## src/rtl/operand_fifo.sv

```systemverilog
// Elastic circular-buffer FIFO feeding one operand channel of a two-operand unit.
// All outputs come from registered state only, so no input-to-output combinational path exists.
module operand_fifo #(
    parameter int unsigned DATA_TYPE = 32,
    parameter int unsigned NUM_SLOTS = 4
) (
    input  logic                 clk,
    input  logic                 rst,
    input  logic [DATA_TYPE-1:0] ins,
    input  logic                 ins_valid,
    output logic                 ins_ready,
    output logic [DATA_TYPE-1:0] outs,
    output logic                 outs_valid,
    input  logic                 outs_ready
);

    localparam int unsigned PTR_W = (NUM_SLOTS > 2) ? $clog2(NUM_SLOTS) : 1;
    localparam int unsigned CNT_W = $clog2(NUM_SLOTS + 1);
    localparam logic [PTR_W-1:0] LAST_SLOT = PTR_W'(NUM_SLOTS - 1);
    localparam logic [CNT_W-1:0] FULL_CNT  = CNT_W'(NUM_SLOTS);

    logic [DATA_TYPE-1:0] r_mem [NUM_SLOTS];
    logic [PTR_W-1:0]     r_hd;
    logic [PTR_W-1:0]     r_tl;
    logic [CNT_W-1:0]     r_cnt;

    logic                 w_push;
    logic                 w_pop;
    logic [PTR_W-1:0]     w_hd_nxt;
    logic [PTR_W-1:0]     w_tl_nxt;
    logic [CNT_W-1:0]     w_cnt_nxt;

    assign outs_valid = (r_cnt != '0);
    assign ins_ready  = (r_cnt != FULL_CNT);
    assign outs       = r_mem[r_hd];

    assign w_push = ins_valid & ins_ready;
    assign w_pop  = outs_valid & outs_ready;

    // Explicit compare-and-reset wrap keeps non-power-of-two depths correct.
    always_comb begin
        w_hd_nxt  = r_hd;
        w_tl_nxt  = r_tl;
        w_cnt_nxt = r_cnt;
        if (w_push) begin
            w_tl_nxt = (r_tl == LAST_SLOT) ? '0 : r_tl + PTR_W'(1);
        end
        if (w_pop) begin
            w_hd_nxt = (r_hd == LAST_SLOT) ? '0 : r_hd + PTR_W'(1);
        end
        case ({w_push, w_pop})
            2'b10:   w_cnt_nxt = r_cnt + CNT_W'(1);
            2'b01:   w_cnt_nxt = r_cnt - CNT_W'(1);
            default: w_cnt_nxt = r_cnt;
        endcase
    end

    always_ff @(posedge clk or posedge rst) begin
        if (rst) begin
            r_hd  <= '0;
            r_tl  <= '0;
            r_cnt <= '0;
        end else begin
            r_hd  <= w_hd_nxt;
            r_tl  <= w_tl_nxt;
            r_cnt <= w_cnt_nxt;
        end
    end

    // Data array is deliberately left unreset; occupancy alone defines validity.
    always_ff @(posedge clk) begin
        if (w_push) begin
            r_mem[r_tl] <= ins;
        end
    end

endmodule

```

## config.mk

```make
export PLATFORM = sky130hd
export DESIGN_NAME = operand_fifo
export DESIGN_NICKNAME = d
export VERILOG_FILES = /design/src/rtl/operand_fifo.sv
export SDC_FILE = /design/constraint.sdc
export NUM_CORES = 1
export LEC_CHECK = 0
export BUFFER_PORTS_ARGS = -buffer_cell sky130_fd_sc_hd__buf_2
export CAP_MARGIN = 20
export CELL_PAD_IN_SITES_DETAIL_PLACEMENT = 0
export CELL_PAD_IN_SITES_GLOBAL_PLACEMENT = 2
export CORE_MARGIN = 2
export CORE_UTILIZATION = 42
export DETAILED_ROUTE_END_ITERATION = 16
export MAX_ROUTING_LAYER = met4
export PLACE_DENSITY_LB_ADDON = 0.3
export SYNTH_ARGS = -nofsm -noshare
export SYNTH_HDL_FRONTEND = slang
export SYNTH_SLANG_ARGS = --single-unit
```

## constraint.sdc

```tcl
create_clock -name clk -period 2.9 [get_ports clk]
set_input_delay 0.29 -clock clk [delete_from_list [all_inputs] [get_ports clk]]
set_output_delay 0.29 -clock clk [all_outputs]
set_load 0.005 [all_outputs]
```

==> flow_summary.yaml, run 1 <==
run_status:
  status: "finished, final reports clean"
sta:
  slew_headroom: 0.632
  finalSetupViolCount: 0
  period_share: 0.826
  slew_viol_final: 0
  skew_ns: 0.00485
  timing.setup.tns_ns: 0
  report.final.hold_viol_count: 0
  max_freq_mhz: 418
  fin_crit_ns: 2.40
  rsz0062_at_grt: "false"
  max_slew.worst_pin.slew_ns: 0.552
cells_and_area:
  layout_commonest_cell: "edfxtp_1"
  fin_nets: 340
  fill_cells: 955
  layout_common_cells: "edfxtp_1 (128), buf_2 (69), mux4_2 (32)"
  fin_area_um2: 6250
  drive_gt1_frac: 0.472
  multi_input_area_um2: 977
  seqCellArea_um2: 4020
  finalNonFillerCells: 457
  syn_to_final_growth_pct: 23.3
floorplan:
  initial_core_util: 0.426
  die_w_um: 114
  die_area_um2: 13000
  placementRows: 40
  die_h_um: 114
  core_um2: 11900
  io_pins: 70
yosys:
  syn-instance-count: 209
  syn_area_um2: 5070
  yosysTopAreaCell: "edfxtp_1"
  syn_nets: 252
  synth_flop_cell: "edfxtp_1"
  synthDistinctLibCells: 20
  yosysSeqAreaShare: 0.792
  yosysTopAreaCellShare: 0.758
  async_reset_ff_frac: 0.0519
  synth_edf_count: 128
  yosys_warnings: 0
  avgSynthCellArea_um2: 24.3
  synth_area_leaders: "edfxtp_1 (76%), mux4_2 (14%), dfrtp_1 (3.5%)"
  ys_seq_elements: 135
cts:
  post_cts_buffers: 0
  clk_pin_slew_ns: 0.05
  postCtsHoldBufs: 1
  clkLatencyLatePin_ns: 0.41
  htree_levels: 4
  cts_max_path_buffers: 2
  cts.sinks: 135
  cts_tree: "yes"
  cts-root-buf: "clkbuf_16"
  ctsResizeCount: 0
  cts_buffers: 17
setup_path:
  startpoint: "r_hd[0]"
  startpoint_type: "register"
  required_ns: 2.61
  critPathArrivalTime_ns: 2.11
  r2r-start: "r_cnt[0]"
  endpoint_kind: "primary output"
  crit_path_max_fanout: 21
  critical_path_class: "register to primary output"
placed_design:
  gp_congestion: 0.686
  hpwlAfterDp_mm: 5.29
  placed_area_um2: 5670
  placed_cells: 424
  io_buffers: 69
power:
  p_leak_nw: 2.23
  vdd_drop_max_v: 0.000587
  p_per_area_nw_per_um2: 1040
detailed_routing:
  wl_mm: 8.58
  ant_nets: 0
  drcViolationCount: 0
  wire_per_inst_um: 18.8
  via_per_inst: 5.06
  firstDrtPassIters: 4
  dr.first_iter.drc_count: 120
  vias: 2311
global_routing:
  grt_max_degree: 22
  grt_pass1_vias: 2520
  grt_antenna_before_repair: 1
  grt_usage: 0.150
  grt_pass1_wl_mm: 13.2
  grt-ovfl-total: 0
min_path:
  hp-class: "primary input to register"
  hp-start: "ins[29]"
flow_run:
  maxCapViolations: 0
## final timing paths
| check | end | slack, ns | cells past startpoint |
|---|---|---|---|
| worst max-delay path | outs[27] | 0.50 | 3 |
| max in group asynchronous | r_hd[0] | 2.28 | 3 |
| worst max register to register | r_cnt[2] | 0.74 | 9 |
| worst min register to register | r_cnt[2] | 0.50 | 1 |
| min in group asynchronous | r_hd[1] | 0.37 | 3 |
| worst min-delay path | r_mem[1][29] | 0.09 | 1 |
## cell families after synthesis
| kind of cell | count (synthesis) | synth area share |
|---|---|---|
| DFF | 135 | 0.793 |
| muxes | 37 | 0.154 |
| xor gates and xnor gates | 3 | 0.00518 |
| buffers and inverters | 16 | 0.0148 |
| and+or+nand+nor | 11 | 0.0143 |
| adders and majority gates | 7 | 0.0188 |
## per-stage QoR
step / worst slack, ns / hold WS, ns / util / total power, mW
4_1_cts: 0.433 / 0.0697 / 0.525 / 6.65
5_1_grt: 0.357 / 0.0747 / 0.525 / 6.88
6_report: 0.505 / 0.0904 / 0.525 / 6.54
2_1_floorplan: 0.825 / 0.0934 / - / 3.84
3_3_place_gp: 0.774 / 0.258 / 0.476 / 4.54
3_5_place_dp: 0.726 / 0.260 / 0.476 / 4.57
## cell usage after synthesis (2+ instances only)
library cell    n
clkbuf_1        2
dfrtp_1         7
buf_4           3
ha_1            6
xor2_1          2
nor2_1          3
mux4_2         32
mux2_4          2
edfxtp_1      128
mux2_2          2
inv_1           8
and3_2          4
buf_2           3
## flip-flops by register name, indices dropped and copies added (netlist names)
| register | count |
|---|---|
| r_cnt | 3 |
| r_hd | 2 |
| r_mem | 128 |
| r_tl | 2 |
## per-layer routing
metal,vias to the layer above,global-route usage,wire (um),part of all wire
met4,0,0.0585,126,0.015
met2,68,0.231,4290,0.50
met1,1187,0.177,3680,0.43
met5,-,-,0,0
met3,10,0.0638,480,0.056
li1,1046,-,-,-
## layout make-up
cell class                 instances  share of cell area
tap                              147              0.0294
inverter                           8             0.00480
antenna                            1            0.000400
clock inverter                    11              0.0212
timing repair buffer              77              0.0752
multi-input combinational         58               0.156
clock buffer                      20              0.0698
sequential                       135               0.643
## worst max-delay path, cell delays in order, from the launching register on
cell,delay [ns]
dfrtp_2,0.72
buf_12,0.27
mux4_2,0.55
buf_2,0.15
## where the power goes
group          switching, mW  total (mW)  internal [mW]
Combinational          0.749        1.67          0.919
Sequential             0.222        2.81           2.59
Clock                  0.727        2.06           1.33
Total                   1.70        6.54           4.84
Power figures use the tool's default switching activity.
==> run 2: changes to the inputs <==
- CORE_UTILIZATION: 42 -> 40
- clock period: 2.9 -> 1.9 ns (I/O delays scaled with it)
==> flow_summary.yaml, run 2 (synthesized netlist as in run 1, its figures left out) <==
run_status:
  status: "finished with violations"
  violations: "setup timing"
sta:
  slew_viol_final: 0
  period_share: 1.03
  whs_ns: 0.0125
  setup_slack_ns: -0.0521
  fin_crit_ns: 1.95
  slew_headroom: 0.774
  max_slew.worst_pin.slew_ns: 0.338
  skew_ns: 0.00463
  finalSetupViolCount: 11
  report.final.hold_viol_count: 0
  max_freq_mhz: 512
  rsz0062_at_grt: "true"
detailed_routing:
  via_per_inst: 4.69
  dr.first_iter.drc_count: 185
  drcViolationCount: 0
  vias: 2494
  wire_per_inst_um: 16.7
  ant_nets: 0
  wl_mm: 8.89
  firstDrtPassIters: 4
cells_and_area:
  multi_input_area_um2: 995
  layout_commonest_cell: "edfxtp_1"
  regMostFlops: "r_mem"
  n_antenna_cell: 0
  fin_area_um2: 6740
  drive_gt1_frac: 0.475
  finalNonFillerCells: 532
  fin_nets: 390
  layout_common_cells: "edfxtp_1 (128), buf_2 (65), mux4_2 (32)"
  seqCellArea_um2: 4020
  top_regs: "r_mem (128), r_cnt (3)"
  largest_register_ffs: 128
  syn_to_final_growth_pct: 33.0
  fill_cells: 1027
power:
  swShare: 0.266
  p_leak_nw: 2.44
  p_comb_frac: 0.326
  sequentialPowerShare: 0.405
  clkPwrFrac: 0.269
  vdd_drop_max_v: 0.000850
  power_mw: 10.2
  p_per_area_nw_per_um2: 1510
  p_int_mw: 7.46
  p_sw_mw: 2.70
floorplan:
  core_um2: 12500
  die_area_um2: 13600
  die_h_um: 117
  die_w_um: 117
  io_pins: 70
  placementRows: 41
  initial_core_util: 0.405
setup_path:
  startpoint_type: "register"
  critical_path_class: "register to register"
  critPathArrivalTime_ns: 2.29
  crit_path_max_fanout: 3
  endpoint_kind: "register"
  required_ns: 2.24
min_path:
  hp-class: "primary input to register"
cts:
  clk_pin_slew_ns: 0.05
  cts-root-buf: "clkbuf_16"
  clkLatencyLatePin_ns: 0.41
  cts.sinks: 135
  cts_max_path_buffers: 2
  cts_tree: "yes"
  htree_levels: 4
  cts_buffers: 17
placed_design:
  placed_cells: 461
  io_buffers: 69
  gp_congestion: 0.723
  hpwlAfterDp_mm: 5.35
  place_ws_ns: -0.0729
  placed_area_um2: 5780
flow_run:
  maxCapViolations: 0
global_routing:
  grt_antenna_before_repair: 0
  grt-ovfl-total: 0
  grt_usage: 0.146
  grt_pass1_wl_mm: 13.4
  grt_max_degree: 30
  grt_pass1_vias: 2549
==> run 2: layout make-up <==
type                    instances  share of cell area
inverters                       8             0.00482
multi-input cells              58               0.147
flip-flops and latches        135               0.596
clock inverters                12             0.00909
repair buffers                127               0.146
clock buffers                  20              0.0647
well taps                     172              0.0319
==> run 2: power by group through the flow <==
stage,clock network [mW],registers [mW],logic [mW]
after floorplan,0,4.12,1.77
after global placement,0,4.17,2.91
after detailed placement,0,4.21,2.92
after CTS,2.80,4.13,3.05
after global routing,2.93,4.16,3.61
final,2.73,4.11,3.31
==> run 2: worst max-delay path, cell delays in order, from the launching register on <==
cell     delay, ns
dfrtp_1       0.38
or3b_4        0.40
and2_4        0.16
inv_4         0.05
ha_4          0.13
inv_2         0.03
fa_2          0.32
xor2_1        0.14
nor2_1        0.13
xor2_1        0.14
==> run 2: final timing paths <==
check	startpoint	endpoint	slack [ns]	cells past startpoint
max in group asynchronous	rst	r_hd[0]	1.41	3
hold / removal	ins[15]	r_mem[3][15]	0.01	1
min in group asynchronous	rst	r_cnt[0]	0.25	3
setup / recovery	r_cnt[1]	r_cnt[2]	-0.05	9
hold reg to reg	r_cnt[2]	r_cnt[2]	0.55	2
setup reg to reg	r_cnt[1]	r_cnt[2]	-0.05	9
==> run 2: timing repair <==
action / CTS / global route
resized for setup: 0 / 11
gates cloned: 0 / 2
endpoints found under the hold margin: 114 / 2
setup buffers: 4 / 4
setup endpoints to repair: 30 / 34
pin swaps: 5 / 3
hold buffers: 28 / 1
==> run 2: through the flow <==
stage / utilization / TNS (ns)
global placement: 0.462 / -0.0432
detailed placement: 0.462 / -0.0729
finish: 0.539 / -0.144
floorplan: - / -0.0682
global route: 0.539 / -1.51
CTS: 0.527 / -1.40
==> run 2: metal layers <==
metal	track usage	wire length [um]	share of wire
met1	0.166	3650	0.41
met2	0.235	4600	0.52
met3	0.0586	521	0.059
met4	0.0565	121	0.014
met5	-	0	0
==> run 3: changes to the inputs <==
- MAX_ROUTING_LAYER: met4 -> default
- SLEW_MARGIN: default -> 15
==> flow_summary.yaml, run 3 (synthesized netlist as in run 1, its figures left out) <==
min_path:
  hp-class: "primary input to register"
setup_path:
  path_cells: "or3b_4 -> and2_4 -> inv_4 -> ha_4 -> inv_2 -> fa_2 -> xor2_1 -> nor2_1 -> xor2_1"
  crit_path_frequent_cell: "xor2_1"
  critical_path_class: "register to register"
  critPathArrivalTime_ns: 2.30
  endpoint_kind: "register"
  cpMaxStageDelayCell: "or3b_4"
  slowest_delay_ns: 0.40
  crit_end: "r_cnt[2]"
  crit_path_max_fanout: 3
  r2r-start: "r_cnt[1]"
  ff2ff_path_depth: 9
  startpoint: "r_cnt[1]"
  rrSetupSlack_ns: -0.06
  regToRegEndpoint: "r_cnt[2]"
  required_ns: 2.24
  startpoint_type: "register"
sta:
  period_share: 1.03
  max_slew.worst_pin.slew_ns: 0.341
  skew_ns: 0.00919
  report.final.hold_viol_count: 0
  finalSetupViolCount: 15
  setup_slack_ns: -0.0556
  rsz0062_at_grt: "true"
  max_freq_mhz: 511
  slew_viol_final: 0
  fin_crit_ns: 1.96
  slew_headroom: 0.773
power:
  sequentialPowerShare: 0.405
  swShare: 0.266
  p_per_area_nw_per_um2: 1510
  p_int_mw: 7.46
  vdd_drop_max_v: 0.000854
  clkPwrFrac: 0.269
  p_sw_mw: 2.70
  p_leak_nw: 2.44
  p_comb_frac: 0.326
  power_mw: 10.2
placed_design:
  placed_cells: 461
  place_ws_ns: -0.0729
  hpwlAfterDp_mm: 5.35
  io_buffers: 69
  gp_congestion: 0.715
  placed_area_um2: 5780
global_routing:
  grt-ovfl-total: 0
  grt_antenna_before_repair: 0
  grt_pass1_vias: 2553
  grt_usage: 0.142
  grt_max_degree: 30
  grt_pass1_wl_mm: 13.4
run_status:
  status: "finished with violations"
  violations: "setup timing"
detailed_routing:
  via_per_inst: 4.69
  firstDrtPassIters: 4
  drcViolationCount: 0
  wl_mm: 8.87
  dr.first_iter.drc_count: 205
  ant_nets: 0
  wire_per_inst_um: 16.7
  vias: 2497
cts:
  clk_pin_slew_ns: 0.05
  cts-root-buf: "clkbuf_16"
  cts_max_path_buffers: 2
  cts_buffers: 17
  clkLatencyLatePin_ns: 0.41
  cts_tree: "yes"
  cts.sinks: 135
  htree_levels: 4
floorplan:
  initial_core_util: 0.405
  die_w_um: 117
  die_h_um: 117
  io_pins: 70
  die_area_um2: 13600
  core_um2: 12500
  placementRows: 41
cells_and_area:
  fin_area_um2: 6740
  n_antenna_cell: 0
  layout_common_cells: "edfxtp_1 (128), buf_2 (65), mux4_2 (32)"
  fin_nets: 390
  largest_register_ffs: 128
  syn_to_final_growth_pct: 33.0
  layout_commonest_cell: "edfxtp_1"
  top_regs: "r_mem (128), r_cnt (3)"
  finalNonFillerCells: 532
  drive_gt1_frac: 0.475
  regMostFlops: "r_mem"
flow_run:
  maxCapViolations: 0
run 3: critical path, delay by kind of cell, from the launching register on:
family | cells | cell delay, ns
adder cells (fa/ha/maj) | 2 | 0.45
buffers and inverters | 2 | 0.08
XOR/XNOR | 2 | 0.28
flip-flops | 1 | 0.38
AND/OR/NAND/NOR | 3 | 0.69
run 3: worst min path at each step:
stage	slack (ns)	startpoint	cells past startpoint	end
global route	0.0007	ins[21]	1	r_mem[2][21]
CTS	0.001	ins[21]	1	r_mem[3][21]
floorplan	-0.007	rst	1	r_cnt[0]
global placement	0.14	rst	2	r_cnt[2]
detailed placement	0.14	rst	2	r_cnt[2]
finish	0.01	ins[15]	1	r_mem[2][15]
run 3: power by group through the flow:
stage	clock network (mW)	logic (mW)	registers (mW)
after global placement	0	2.91	4.17
after global routing	2.93	3.61	4.16
after detailed placement	0	2.92	4.21
final	2.73	3.31	4.11
after floorplan	0	1.77	4.12
after CTS	2.80	3.05	4.13
run 3: final cells by class:
class | instances | area (um^2)
multi-input cells | 58 | 995
flip-flops and latches | 135 | 4020
repair buffers | 127 | 982
clock inverters | 12 | 61.3
fillers | 1027 | 5770
clock buffers | 20 | 437
well taps | 172 | 215
inverters | 8 | 32.5
run 3: metal layers:
layer  GRT usage  part of all wire  vias up
li1            -                 -     1146
met1       0.167              0.42     1268
met2       0.234              0.51       67
met3      0.0602             0.051       16
met4      0.0565             0.017        0
met5           0                 0        -
run 3: timing repair:
| action | CTS | global route |
|---|---|---|
| cloned | 0 | 2 |
| endpoints found under the hold margin | 114 | 2 |
| resized for setup | 0 | 11 |
| hold buffers | 28 | 1 |
| setup buffers | 4 | 4 |
| setup endpoints to repair | 30 | 34 |
| pin swaps | 5 | 3 |
run 3: stage by stage:
step | utilization | hold WS, ns | setup TNS, ns
CTS | 0.527 | 0.00102 | -1.40
global placement | 0.462 | 0.138 | -0.0432
detailed placement | 0.462 | 0.140 | -0.0729
global route | 0.539 | 0.000716 | -1.56
floorplan | - | -0.00660 | -0.0682
finish | 0.539 | 0.0145 | -0.212
